$ cat src/rtl/pc_unit.sv
// Program-counter unit for the MIPS fetch stage: sequential fetch, branch, jump,
// register jump, stall, and a circular return-address stack for call/return.
module pc_unit #(
    parameter int               WIDTH        = 32,
    parameter logic [WIDTH-1:0] RESET_VECTOR = {WIDTH{1'b0}},
    parameter int               RAS_DEPTH    = 4
) (
    input  logic                           clk,
    input  logic                           reset,
    input  logic                           stall,
    input  logic                           pc_src,
    input  logic [WIDTH-1:0]               sign_imm,
    input  logic                           jump,
    input  logic [WIDTH-1:0]               jump_target,
    input  logic                           jr,
    input  logic [WIDTH-1:0]               jr_target,
    input  logic                           call,
    input  logic                           ret,
    output logic [WIDTH-1:0]               pc,
    output logic [WIDTH-1:0]               pc_plus4,
    output logic [$clog2(RAS_DEPTH+1)-1:0] ras_count,
    output logic                           ras_err
);

    localparam int PW = (RAS_DEPTH > 1) ? $clog2(RAS_DEPTH) : 1;
    localparam int CW = $clog2(RAS_DEPTH + 1);
    localparam logic [CW-1:0] DEPTH_C = CW'(RAS_DEPTH);

    logic [WIDTH-1:0] pc_q, pc_d;
    logic [PW-1:0]    top_q, top_d;
    logic [CW-1:0]    cnt_q, cnt_d;
    logic             err_q, err_d;
    logic [WIDTH-1:0] ras_q [RAS_DEPTH];

    logic             push_s, pop_s, empty_s, full_s;
    logic [WIDTH-1:0] pc_plus4_s, branch_tgt_s, tos_s;
    logic             unused_s;

    assign pc_plus4_s   = pc_q + WIDTH'(4);
    assign branch_tgt_s = pc_plus4_s + {sign_imm[WIDTH-3:0], 2'b00};
    // top_q points at the next free slot, so the newest entry sits one below it
    assign tos_s        = ras_q[top_q - PW'(1)];
    assign empty_s      = (cnt_q == {CW{1'b0}});
    assign full_s       = (cnt_q == DEPTH_C);
    assign push_s       = call && (jump || jr) && !stall && !ret;
    assign pop_s        = ret && !stall;
    assign unused_s     = ^{jump_target[1:0], jr_target[1:0], sign_imm[WIDTH-1:WIDTH-2]};

    // Next-PC selection in priority order
    always_comb begin
        pc_d = pc_plus4_s;
        if (stall) begin
            pc_d = pc_q;
        end else if (ret) begin
            pc_d = empty_s ? pc_plus4_s : tos_s;
        end else if (jr) begin
            pc_d = {jr_target[WIDTH-1:2], 2'b00};
        end else if (jump) begin
            pc_d = {jump_target[WIDTH-1:2], 2'b00};
        end else if (pc_src) begin
            pc_d = branch_tgt_s;
        end else begin
            pc_d = pc_plus4_s;
        end
    end

    // RAS pointer/count update; a full push overwrites the oldest slot in place
    always_comb begin
        top_d = top_q;
        cnt_d = cnt_q;
        err_d = 1'b0;
        if (pop_s) begin
            if (empty_s) begin
                err_d = 1'b1;
            end else begin
                top_d = top_q - PW'(1);
                cnt_d = cnt_q - CW'(1);
            end
        end else if (push_s) begin
            top_d = top_q + PW'(1);
            if (full_s) begin
                err_d = 1'b1;
            end else begin
                cnt_d = cnt_q + CW'(1);
            end
        end else begin
            top_d = top_q;
            cnt_d = cnt_q;
        end
    end

    // Control-state registers
    always_ff @(posedge clk or negedge reset) begin
        if (!reset) begin
            pc_q  <= RESET_VECTOR;
            top_q <= {PW{1'b0}};
            cnt_q <= {CW{1'b0}};
            err_q <= 1'b0;
        end else begin
            pc_q  <= pc_d;
            top_q <= top_d;
            cnt_q <= cnt_d;
            err_q <= err_d;
        end
    end

    // Return-address storage
    always_ff @(posedge clk or negedge reset) begin
        if (!reset) begin
            for (int i = 0; i < RAS_DEPTH; i++) begin
                ras_q[i] <= {WIDTH{1'b0}};
            end
        end else if (push_s) begin
            ras_q[top_q] <= pc_plus4_s;
        end
    end

    assign pc        = pc_q;
    assign pc_plus4  = pc_plus4_s;
    assign ras_count = cnt_q;
    assign ras_err   = err_q;

endmodule

$ cat config.mk
export PLATFORM = sky130hd
export DESIGN_NAME = pc_unit
export DESIGN_NICKNAME = d
export VERILOG_FILES = /design/src/rtl/pc_unit.sv
export SDC_FILE = /design/constraint.sdc
export NUM_CORES = 1
export LEC_CHECK = 0
export ABC_AREA = 1
export CAP_MARGIN = 20
export CORE_MARGIN = 3
export CORE_UTILIZATION = 55
export CTS_BUF_LIST = sky130_fd_sc_hd__clkbuf_8 sky130_fd_sc_hd__clkbuf_16
export DETAILED_ROUTE_END_ITERATION = 16
export GPL_ROUTABILITY_DRIVEN = 1
export PLACE_DENSITY = 0.81
export SETUP_SLACK_MARGIN = 0.3
export SLEW_MARGIN = 30
export SYNTH_ARGS = -nofsm -noshare
export SYNTH_HDL_FRONTEND = slang
export SYNTH_SLANG_ARGS = --single-unit
$ cat constraint.sdc
create_clock -name clk -period 3.8 [get_ports clk]
set_input_delay 0.57 -clock clk [delete_from_list [all_inputs] [get_ports clk]]
set_output_delay 0.57 -clock clk [all_outputs]
set_load 0.01 [all_outputs]
---- Word-level counts from Yosys, hierarchy flattened ----
Cells that the tools add are included.
word-level totals
  flip-flop bits (word level) ............. 166
  latch bits .............................. 0
  RAM bits ................................ 0
  bits in read-only memories .............. 0
  memories ................................ 0
cells by class
  $add $sub $neg .......................... 6
  multiply operators ...................... 0
  divide/modulo/power cells ............... 0
  magnitude comparators ................... 3
  equality and inequality tests ........... 3
  shift operators ......................... 0
  multiplexer cells ....................... 22
  bitwise logic cells ..................... 2
  reductions and logical operators ........ 12
operators with widths
  cell                                                 number
  two-way mux 32 bit                                   8
  bitwise mux 128 bit                                  1
  binary-select mux 32 bit (select 2 bit)              1
  demux 32 bit (select 2 bit)                          1
  adder 32 x 3 -> 32 bit (second input constant)       1
  adder 32 bit                                         1
  two-way mux 3 bit                                    4
  >= comparator 3 bit (second input constant)          2
  two-way mux 2 bit                                    3
  inverter 2 -> 3 bit                                  2
  logical AND 1 bit                                    5
  two-way mux 1 bit                                    4
  != test 2 bit (second input constant)                2
  adder 3 x 1 -> 3 bit (second input constant)         1
  equality test 3 bit (second input constant)          1
  logical NOT 3 bit                                    1
  < comparator 3 x 1 -> 1 bit (second input constant)  1
  AND reduction 3 bit                                  1
  subtractor 3 x 1 -> 3 bit (second input constant)    1
  adder 2 x 1 -> 2 bit (second input constant)         1
  logical NOT 1 bit                                    2
  AND reduction 2 bit                                  1
  nonzero test 2 bit                                   1
  subtractor 2 x 1 -> 2 bit (second input constant)    1
  logical OR 1 bit                                     1

---- Depth between registers and ports, before layout ----
  depth in word-level cells ............... 7
  mapped depth ............................ 27

---- Worst setup path after synthesis ----
Ideal clock, no wire load.
  path kind ............................... reg2reg
  start point ............................. register pc_q[2] (netlist: pc[2])
  end point ............................... register pc_q[30] (netlist: pc[30])
  data arrival time ....................... 2.880 ns
  required time ........................... 3.683 ns
  path slack .............................. 0.803 ns
  stages on the path, launching flop included .. 26
  period minus slack after synthesis ...... 2.997 ns
  cells stage by stage .................... dfrtp_1 -> ha_1 -> nand2_1 -> nor2_2 -> nand2_2 -> nor2_1 -> nand3b_1 -> nor2_1 -> nand2_1 -> nand2_1 -> inv_1 -> ha_1 -> nand2_1 -> inv_1 -> nand3_1 -> inv_1 -> nand2_1 -> nand2_1 -> a21oi_1 -> nand2_1 -> nand2_1 -> nand3_1 -> nand3_1 -> nand2_1 -> nand2_1 -> nand2_1
on the way
  longest elaborated chain between the ends .. 6
  elaborated cells between the ends (all ways) .. 7
RTL lines
  item                    RTL line  source
  start, declared         29        logic [WIDTH-1:0] pc_q, pc_d;
  start signal, assigned  100       pc_q <= pc_d;
  adder 32 x 3 -> 32 bit  39        assign pc_plus4_s = pc_q + WIDTH'(4);
  via pc_plus4[20]        20        output logic [WIDTH-1:0] pc_plus4,
  adder 32 bit            40        assign branch_tgt_s = pc_plus4_s + {sign_imm[WIDTH-3:0], 2'b00};
  two-way mux 32 bit      60        end else if (pc_src) begin
  two-way mux 32 bit      58        end else if (jump) begin
  two-way mux 32 bit      56        end else if (jr) begin
  two-way mux 32 bit      54        end else if (ret) begin
The timed path passes the listed nets, and every way through them passes these cells.
A chain may end at the register's enable or synchronous reset.

---- Worst setup path after layout ----
  start point ............................. register pc_q[12] (netlist: pc[12])
  end point ............................... register pc_q[25] (netlist: pc[25])
on the way
  longest elaborated chain between the ends .. 6
  elaborated cells between the ends (all ways) .. 7
RTL lines
  item                      RTL line
  adder 32 x 3 -> 32 bit *  39
  adder 32 bit              40
  two-way mux 32 bit        60
  two-way mux 32 bit        58
  two-way mux 32 bit        56
  two-way mux 32 bit *      54
Every way passes the cells marked *; elsewhere a longest branch is shown, timed or not.

==> results.yml <==
status:
  status: "finished clean"
power_and_ir_drop:
  power.internal_uw: 6150
  irDropWorstVdd_uv: 419
  leakagePower_uw: 0.00697
  swShare_pct: 47.3
  p_per_area_nw_per_um2: 821
  power_frac_comb_pct: 56.7
  clkPwrFrac_pct: 16.3
  switchingPower_uw: 5510
  seqPwrFrac_pct: 27.1
job:
  maxCapViolCount: 0
clock_tree:
  clockBufferDepth: 2
  clk_latency_ns: 0.43
  cts_sinks: 166
  cts_inserted_buffers: 17
  cts_setup_buffers: 0
  cts.hold.buffers_added: 0
  clk_pin_slew_ns: 0.07
  root_buffer: "clkbuf_16"
  htreeDepth: 4
  cts_tree: "built"
yosys:
  avgSynthCellArea_um2: 6.72
  synth_seq_cells: 166
  synthArstFlopShare_pct: 100
  synth_cell_type_count: 43
  synth_nets: 1835
  synth-edff-count: 0
  yosys_warnings: 0
  synthFlopType: "dfrtp_1"
  seq_area_frac_synth_pct: 36.6
  netlist_instances: 1689
  netlist_area_um2: 11300
sta:
  setup_violations: 0
  slew_viol_final: 0
  rsz0062_at_grt: "true"
  whs_ns: 0.153
  max_slew.worst_pin.slew_ns: 0.815
  fin_tns_setup_ns: 0
  finalCritPeriodShare_pct: 90.5
  relSlewSlack_pct: 45.5
  skew_ns: 0.00721
  setup_ws_ns: 0.360
  max_freq_mhz: 291
  finalCriticalPeriod_ns: 3.44
  hold_viol: 0
worst_setup_path:
  cp_max_fo: 6
  path_cells: "inv_1, nor3_1, nand2_1, nor2_1, nand3_1, nand2_1, inv_1, ha_1, nand2_1, inv_1, nand2_1, nor3_1, nand3b_1, nand4_1, nand3_1, nand2_1, nand2_1, nand2_1, nand2_1"
  cp.required_ns: 4.12
  worst_path_most_repeated_cell: "nand2_1"
  crit_type: "reg -> reg"
  cp-start-kind: "register"
  critPathTopFamily: "simple AND/OR/NAND/NOR gates"
  crit_path_top_delay_cell: "ha_1"
  arrival_ns: 3.76
  end_kind: "register"
  crit_buf_inv: 3
  critPathMaxStageDelay_ns: 0.44
layout:
  mostFrequentLayoutCells: "546 x nand2_1, 194 x inv_1, 181 x o21ai_0"
  antenna_cells: 0
  instances_no_fill: 2130
  drive_above_1_share_pct: 7.61
  final_nets: 1998
  layout_commonest_cell: "nand2_1"
  final_core_utilization_pct: 71.5
  area_growth_pct: 25.1
route:
  antenna_left: 0
  drt_iter0_drc: 1490
  via_per_inst: 5.81
  vias: 12376
  dr.pass1.iters: 6
  post-route-drc-count: 0
  wl_per_cell_um: 19.2
  drt_wl_total_um: 40900
die:
  initial_utilization_pct: 57.2
  dieWidth_um: 150
  dieArea_um2: 22400
  num_rows: 51
  ios: 172
  die_y_um: 150
  core-area_um2: 19800
placement:
  dp_hpwl_um: 30700
  portBuffers: 165
  preCtsSetupSlack_ns: 0.391
  gp_congestion: 0.998
  place_inst: 2098
grt:
  antenna_found_initial: 0
  grt_usage_pct: 36.4
  grt_start_max_net_pins: 77
  grt_pass1_wl_um: 62900
  grt_pass1_vias: 11514
  grt_remaining_overflow: 0
worst_hold_path:
  hold_class: "in -> async"
==> path summary, 6_finish.rpt <==
check / startpoint / depth (start not counted) / slack [ns] / to
worst max-delay path: pc[12] / 19 / 0.36 / pc[25]
worst min-delay path: reset / 1 / 0.15 / ras_q[98]
worst max register to register: pc[12] / 19 / 0.36 / pc[25]
worst min register to register: ras_q[36] / 2 / 0.48 / ras_q[36]
max in group asynchronous: reset / 2 / 2.75 / pc[26]
min in group clk: ras_q[36] / 2 / 0.48 / ras_q[36]
==> cells in the mapped netlist, types with 2 or more instances <==
master	instances	area, µm²
o221ai_1	16	140
nand4_1	10	62.6
nor2_2	7	43.8
nor3_1	12	60.1
ha_1	40	500
nand2_1	554	2080
o21bai_1	11	82.6
and2_1	5	31.3
a221oi_1	4	35.0
o22ai_1	6	37.5
clkbuf_1	42	158
nor2_1	124	465
clkinv_1	5	18.8
inv_1	196	736
buf_2	17	85.1
inv_2	5	18.8
dfrtp_1	166	4150
nand3_2	2	20.0
a221o_1	16	160
xor2_1	15	131
or2_2	3	18.8
o21ai_1	3	15.0
o2111ai_1	3	26.3
nand3b_1	3	22.5
nand2_2	5	31.3
o211ai_1	11	82.6
nand3_1	81	405
xnor2_1	4	35.0
buf_1	8	30.0
buf_4	2	15.0
fa_1	2	40.0
a21oi_1	120	601
o21ai_0	181	906
==> layout make-up <==
type | count | area [µm²]
clock buffers | 18 | 439
clock inverters | 14 | 210
fillers | 1656 | 5650
inverters | 206 | 773
multi-input cells | 1248 | 6250
flip-flops and latches | 166 | 4160
well taps | 265 | 332
repair buffers | 213 | 2030
==> metal layers <==
metal	vias up	GRT usage (%)	share of wire, %
met2	747	56.4	45
li1	5807	-	-
met5	-	0	0
met3	71	8.18	11
met4	0	10.0	2.4
met1	5751	51.7	42
==> per-stage QoR <==
step | instance area, µm² | power (µW)
2_1_floorplan | 11300 | 6840
3_3_place_gp | 13400 | 9290
3_5_place_dp | 13400 | 9430
4_1_cts | 14100 | 11400
5_1_grt | 14200 | 12400
6_report | 14200 | 11700
==> repair_timing <==
item,in CTS,in global routing
setup endpoints to repair,1,23
resized for setup,1,33
pin swaps,0,5
==> logic make-up after synthesis <==
family / count (synthesis) / synth area share, %
XOR/XNOR: 20 / 1.61
AO/OA/AOI/OAI: 377 / 18.8
flip-flops: 166 / 36.6
AND/OR/NAND/NOR: 809 / 28.8
adder cells (fa/ha/maj): 42 / 4.76
buffers and inverters: 275 / 9.35
==> power by group through the flow <==
stage / Combinational (µW) / Sequential, µW / Clock, µW
after floorplan: 3780 / 3060 / 0
after global placement: 6190 / 3100 / 0
after detailed placement: 6300 / 3130 / 0
after CTS: 6380 / 3120 / 1900
after global routing: 7230 / 3230 / 1970
final: 6600 / 3150 / 1900
==> registers in the layout, summed over array words and instances, names as in the netlist <==
name and cells:
ras_q 128, pc 32, ras_count 3, ras_err 1
top_q 2
(Power assumes the default switching activity.)
